$ cat config.mk
export PLATFORM = sky130hd
export DESIGN_NAME = cb_dina_map
export DESIGN_NICKNAME = d
export VERILOG_FILES = /design/src/rtl/cb_dina_map.sv
export SDC_FILE = /design/constraint.sdc
export NUM_CORES = 1
export LEC_CHECK = 0
export ABC_AREA = 1
export CAP_MARGIN = 40
export CORE_MARGIN = 1.5
export CORE_UTILIZATION = 30
export DETAILED_ROUTE_END_ITERATION = 8
export GPL_ROUTABILITY_DRIVEN = 0
export GPL_TIMING_DRIVEN = 0
export PLACE_DENSITY = 0.58
export SETUP_SLACK_MARGIN = 0.05
export SKIP_CTS_REPAIR_TIMING = 1
export SKIP_LAST_GASP = 1
export SYNTH_ARGS = -nofsm -noshare
export SYNTH_HDL_FRONTEND = slang
export SYNTH_SLANG_ARGS = --single-unit
$ cat constraint.sdc
create_clock -name clk -period 1.56 [get_ports clk]
set_input_delay 0.234 -clock clk [delete_from_list [all_inputs] [get_ports clk]]
set_output_delay 0.234 -clock clk [all_outputs]
set_load 0.1 [all_outputs]
$ cat src/rtl/cb_dina_map.sv
// RSA result-row to CB port-A write mapper: remaps X lanes onto L banks per direction code
// and paces a burst of sequential writes. Optional write back-pressure: CB_DINA_MAP_STALL_EN.

module cb_dina_lane #(
    parameter int RSA_DW = 16,
    parameter bit NEW_LO = 1'b0,   // bank is written by DIR_NEW when l_k_0=1
    parameter bit NEW_HI = 1'b0    // bank is written by DIR_NEW when l_k_0=0
) (
    input  logic [1:0]        i_dir,
    input  logic              i_lk0,
    input  logic [RSA_DW-1:0] i_pos,
    input  logic [RSA_DW-1:0] i_neg,
    input  logic [RSA_DW-1:0] i_new,
    output logic [RSA_DW-1:0] o_data,
    output logic              o_we
);
    always_comb begin
        o_data = '0;
        o_we   = 1'b0;
        unique case (i_dir)
            2'b01: begin
                o_data = i_pos;
                o_we   = 1'b1;
            end
            2'b10: begin
                o_data = i_neg;
                o_we   = 1'b1;
            end
            2'b11: begin
                if (i_lk0 ? NEW_LO : NEW_HI) begin
                    o_data = i_new;
                    o_we   = 1'b1;
                end
            end
            default: ;
        endcase
    end
endmodule

module cb_dina_map #(
    parameter int X      = 4,
    parameter int L      = 4,
    parameter int RSA_DW = 16,
    parameter int CB_AW  = 10
) (
    input  logic                  clk,
    input  logic                  sys_rst_n,
    input  logic                  cmd_valid,
    output logic                  cmd_ready,
    input  logic [1:0]            cmd_dir,
    input  logic                  cmd_l_k_0,
    input  logic [CB_AW-1:0]      cmd_base_addr,
    input  logic [CB_AW-1:0]      cmd_len,
    input  logic                  in_valid,
    output logic                  in_ready,
    input  logic [X*RSA_DW-1:0]   in_data,
`ifdef CB_DINA_MAP_STALL_EN
    input  logic                  cb_wr_ready,
`endif
    output logic                  CB_ena,
    output logic [L-1:0]          CB_wea,
    output logic [CB_AW-1:0]      CB_addra,
    output logic [L*RSA_DW-1:0]   CB_dina,
    output logic                  busy,
    output logic                  done
);
    typedef enum logic [1:0] {S_IDLE, S_RUN, S_DONE} state_t;

    state_t                      r_state, w_state_nxt;
    logic [1:0]                  r_dir;
    logic                        r_lk0;
    logic [CB_AW-1:0]            r_base, r_len, r_count;
    logic                        r_ena;
    logic [L-1:0]                r_wea;
    logic [CB_AW-1:0]            r_addr;
    logic [L-1:0][RSA_DW-1:0]    r_dina;

    logic [X-1:0][RSA_DW-1:0]    w_row;
    logic [L-1:0][RSA_DW-1:0]    w_dina;
    logic [L-1:0]                w_wea;
    logic                        w_in_rdy, w_acc, w_release;
    logic [CB_AW-1:0]            w_addr;

    assign w_row  = in_data;
    assign w_addr = r_base + r_count;   // wraps modulo 2^CB_AW
    assign w_acc  = w_in_rdy && in_valid;

    // The presented write may be replaced or retired this cycle.
`ifdef CB_DINA_MAP_STALL_EN
    assign w_release = !r_ena || cb_wr_ready;
`else
    assign w_release = 1'b1;
`endif

    for (genvar g = 0; g < L; g++) begin : g_lane
        localparam int NEW_SRC = (g >= 2) ? g - 2 : g;
        cb_dina_lane #(
            .RSA_DW (RSA_DW),
            .NEW_LO (g < 2),
            .NEW_HI (g >= 2 && g < 4)
        ) u_lane (
            .i_dir  (r_dir),
            .i_lk0  (r_lk0),
            .i_pos  (w_row[g]),
            .i_neg  (w_row[L-1-g]),
            .i_new  (w_row[NEW_SRC]),
            .o_data (w_dina[g]),
            .o_we   (w_wea[g])
        );
    end

    always_comb begin
        w_state_nxt = r_state;
        cmd_ready   = 1'b0;
        w_in_rdy    = 1'b0;
        busy        = 1'b0;
        done        = 1'b0;
        unique case (r_state)
            S_IDLE: begin
                cmd_ready = 1'b1;
                if (cmd_valid)
                    w_state_nxt = (cmd_len == '0) ? S_DONE : S_RUN;
            end
            S_RUN: begin
                busy = 1'b1;
`ifdef CB_DINA_MAP_STALL_EN
                // Count reaches len once every row is in; finish when the last write retires.
                w_in_rdy = (r_count != r_len) && w_release;
                if (r_count == r_len && w_release)
                    w_state_nxt = S_DONE;
`else
                w_in_rdy = 1'b1;
                if (in_valid && r_count == r_len - CB_AW'(1))
                    w_state_nxt = S_DONE;
`endif
            end
            S_DONE: begin
                busy        = 1'b1;
                done        = 1'b1;
                w_state_nxt = S_IDLE;
            end
            default: w_state_nxt = S_IDLE;
        endcase
    end

    always_ff @(posedge clk or negedge sys_rst_n) begin
        if (!sys_rst_n) begin
            r_state <= S_IDLE;
            r_dir   <= 2'b00;
            r_lk0   <= 1'b0;
            r_base  <= '0;
            r_len   <= '0;
            r_count <= '0;
            r_ena   <= 1'b0;
            r_wea   <= '0;
            r_addr  <= '0;
            r_dina  <= '0;
        end else begin
            r_state <= w_state_nxt;
            if (r_state == S_IDLE && cmd_valid) begin
                r_dir   <= cmd_dir;
                r_lk0   <= cmd_l_k_0;
                r_base  <= cmd_base_addr;
                r_len   <= cmd_len;
                r_count <= '0;
            end
            if (w_acc) begin
                r_count <= r_count + CB_AW'(1);
                r_ena   <= (r_dir != 2'b00);
                r_wea   <= w_wea;
                r_dina  <= w_dina;
                r_addr  <= w_addr;
            end else if (w_release) begin
                r_ena <= 1'b0;
                r_wea <= '0;
            end
        end
    end

    assign in_ready = w_in_rdy;
    assign CB_ena   = r_ena;
    assign CB_wea   = r_wea;
    assign CB_addra = r_addr;
    assign CB_dina  = r_dina;
endmodule
==> impl_metrics.toml, run 1 <==
[status]
status = "complete, but fails checks"
failed_checks = "setup timing"

[floorplanning]
die-area_mm2 = 0.0203
start_util_pct = 30.9
io_pins = 174
die_height_um = 142
num_rows = 50
die_w_um = 142
core_region_area_mm2 = 0.0189

[detailed_routing]
first_iter_violations = 260
post_drt_wl_per_cell_um = 18.9
wirelength_um = 24000
viasPerCell = 4.99
drc_errors = 0
route.antenna.remaining_nets = 0
dr_total_vias = 6316
first_pass_iters = 5

[timing]
tns_ns = -1.35
worst_pin_slew_ns = 0.443
period_needed_ns = 1.72
period_share_pct = 110
fmax_mhz = 582
rsz0062_at_grt = "yes"
setup_viol = 20
finalMaxSlewViolations = 0
clock_skew_ns = 0.0143
whs_ns = 0.365
slew_headroom_pct = 70.4
fin_ws_ns = -0.159
finalHoldViolCount = 0

[final_layout]
nFillCells = 1499
drive_above_1_share_pct = 37.2
seq_area_mm2 = 0.00282
syn_to_final_growth_pct = 103
final_cell_mix = "nand2_1 (177), dfrtp_1 (101), clkdlybuf4s50_1 (89)"
antennaDiodeCount = 0
fin_nets = 1112
multi_input_area_mm2 = 0.00350
utilization_pct = 62.5
layout_commonest_cell = "nand2_1"
design_area_mm2 = 0.0118

[grt]
grt_use_total_pct = 21.8
grt_pass1_vias = 6017
grt_overflow_total = 0
grt_max_degree = 69
grt_pass1_wl_um = 33500
antenna_found_initial = 2

[clock_tree]
cts_num_sinks = 112
clockBufferDepth = 2
cts_made_buffers = 9
cts_tree = "yes"
cts.root.buffer_cell = "clkbuf_16"
clkTransAtPathRegs_ns = 0.08
insertion_delay_ns = 0.37
htreeDepth = 3

[pwr]
ir_drop_mv = 1.51
p_leak_uw = 0.00608
cellPowerDensity_mw_per_mm2 = 2420

[logic_synthesis]
ys_types = 37
ys_seq_elements = 112
netlist_area_mm2 = 0.00583
synth_nets = 810
synth_area_per_cell_um2 = 8.33
ys_seq_area_share_pct = 48.1
yosysWarnings = 0
postSynthCellCount = 700

[worst_hold_path]
hold_class = "input pin to async pin"

[placed_design]
postPlaceCellArea_mm2 = 0.00967
post-place-ws_ns = -0.403
port_buffers = 173
dp_hpwl_um = 16600

[worst_setup_path]
cp.arrival_ns = 1.98
end_kind = "register"
path_max_fanout = 4
required_ns = 1.82
crit_type = "register to register"
start_kind = "register"

[flow_run]
maxCapViolCount = 0
critical path, cell delays in order (launching register included):
cell and delay [ns]:
dfrtp_2 0.44, inv_2 0.09, ha_4 0.17, inv_2 0.04
nand2_2 0.05, nand2_2 0.05, xor2_1 0.14, nor2_2 0.11
nand2_1 0.05, nor2_1 0.10, nand3_2 0.10, nand2_2 0.10
nand2_2 0.06, nand2_1 0.06, nand2_1 0.05
sequential cells by signal, summed over array words and instances, names as in the netlist:
name      count
CB_dina      64
r_len        10
r_state       2
CB_addra     10
r_lk0         1
r_dir         2
CB_wea        2
CB_ena        1
r_count      10
r_base       10
path summary, 6_finish.rpt:
check                                  from          end  slack [ns]  cells past startpoint
worst max-delay path               r_len[0]   r_state[1]       -0.16                     14
worst min-delay path              sys_rst_n     r_len[6]        0.37                      2
worst max register to register     r_len[0]   r_state[1]       -0.16                     14
worst min register to register  CB_dina[45]  CB_dina[45]        0.48                      2
max in group asynchronous         sys_rst_n  CB_dina[50]        0.49                      3
min in group clk                  cmd_l_k_0        r_lk0        0.40                      3
per-layer routing:
| layer | vias up | track usage, % | share of wire, % |
|---|---|---|---|
| met5 | - | 0 | 0.11 |
| met4 | 4 | 5.64 | 2.9 |
| met3 | 45 | 5.79 | 6.8 |
| met2 | 236 | 38.3 | 51 |
| met1 | 3035 | 26.3 | 39 |
| li1 | 2996 | - | - |
synthesized netlist by cell type:
cell type | number | area share, %
buf_1 | 4 | 0.26
a21o_1 | 2 | 0.26
nand3b_1 | 2 | 0.26
xnor2_1 | 4 | 0.60
nand3_1 | 20 | 1.7
or2_2 | 1 | 0.11
o22ai_1 | 3 | 0.32
nor2_1 | 28 | 1.8
nor3_2 | 1 | 0.17
a22oi_1 | 32 | 4.1
nand4_1 | 3 | 0.32
nand2_1 | 188 | 12
o21bai_1 | 1 | 0.13
dfrtp_1 | 112 | 48
nor4_1 | 1 | 0.11
a31oi_1 | 3 | 0.32
mux2i_1 | 1 | 0.17
ha_1 | 18 | 3.9
inv_2 | 4 | 0.26
buf_2 | 5 | 0.43
buf_4 | 2 | 0.26
nand2_2 | 4 | 0.43
xor2_1 | 6 | 0.90
a22o_1 | 32 | 4.8
o31a_1 | 1 | 0.15
o31ai_1 | 1 | 0.13
nor3_1 | 3 | 0.26
clkbuf_2 | 1 | 0.086
nor2_2 | 5 | 0.54
o21ai_0 | 93 | 8.0
fa_1 | 1 | 0.34
clkbuf_1 | 29 | 1.9
o21a_1 | 2 | 0.26
a21oi_1 | 43 | 3.7
o21ai_1 | 3 | 0.26
inv_1 | 40 | 2.6
clkinv_1 | 1 | 0.064
stage by stage:
stage / total power (uW) / instances
after floorplan: 15300 / 700
after CTS: 25100 / 1233
final: 28600 / 1267
after global routing: 29800 / 1267
after global placement: 18900 / 1133
after detailed placement: 22500 / 1217
report_power, final:
| part | internal (uW) | switching, uW | leakage, uW |
|---|---|---|---|
| sequential | 4050 | 960 | 0.00145 |
| combinational | 8830 | 12200 | 0.00448 |
| clock | 1280 | 1240 | 0.000146 |
cell families (layout without fill, tap and decap cells):
logic type / after synthesis / in the layout / synth area share [%]
simple gates: 256 / 256 / 17.8
fa+ha+maj: 19 / 19 / 4.21
buf+inv: 86 / 393 / 5.79
mux: 1 / 1 / 0.172
flops: 112 / 112 / 48.1
xor+xnor: 10 / 10 / 1.50
compound gates: 216 / 216 / 22.4
area by class of cell:
type,instances,area share [%]
buffer,41,3.91
clock buffer,9,1.91
clock inverter,7,0.742
inverter,45,1.47
multi-input combinational,502,29.7
sequential,112,23.9
tap,260,2.76
timing repair buffer,291,35.7
(Power assumes the default switching activity.)
==> run 2, diff against run 1 <==
Settings changed: SLEW_MARGIN set to 10.
==> results of run 2 <==
Same layout as run 1: the final DEF is identical, and so are final timing and power.
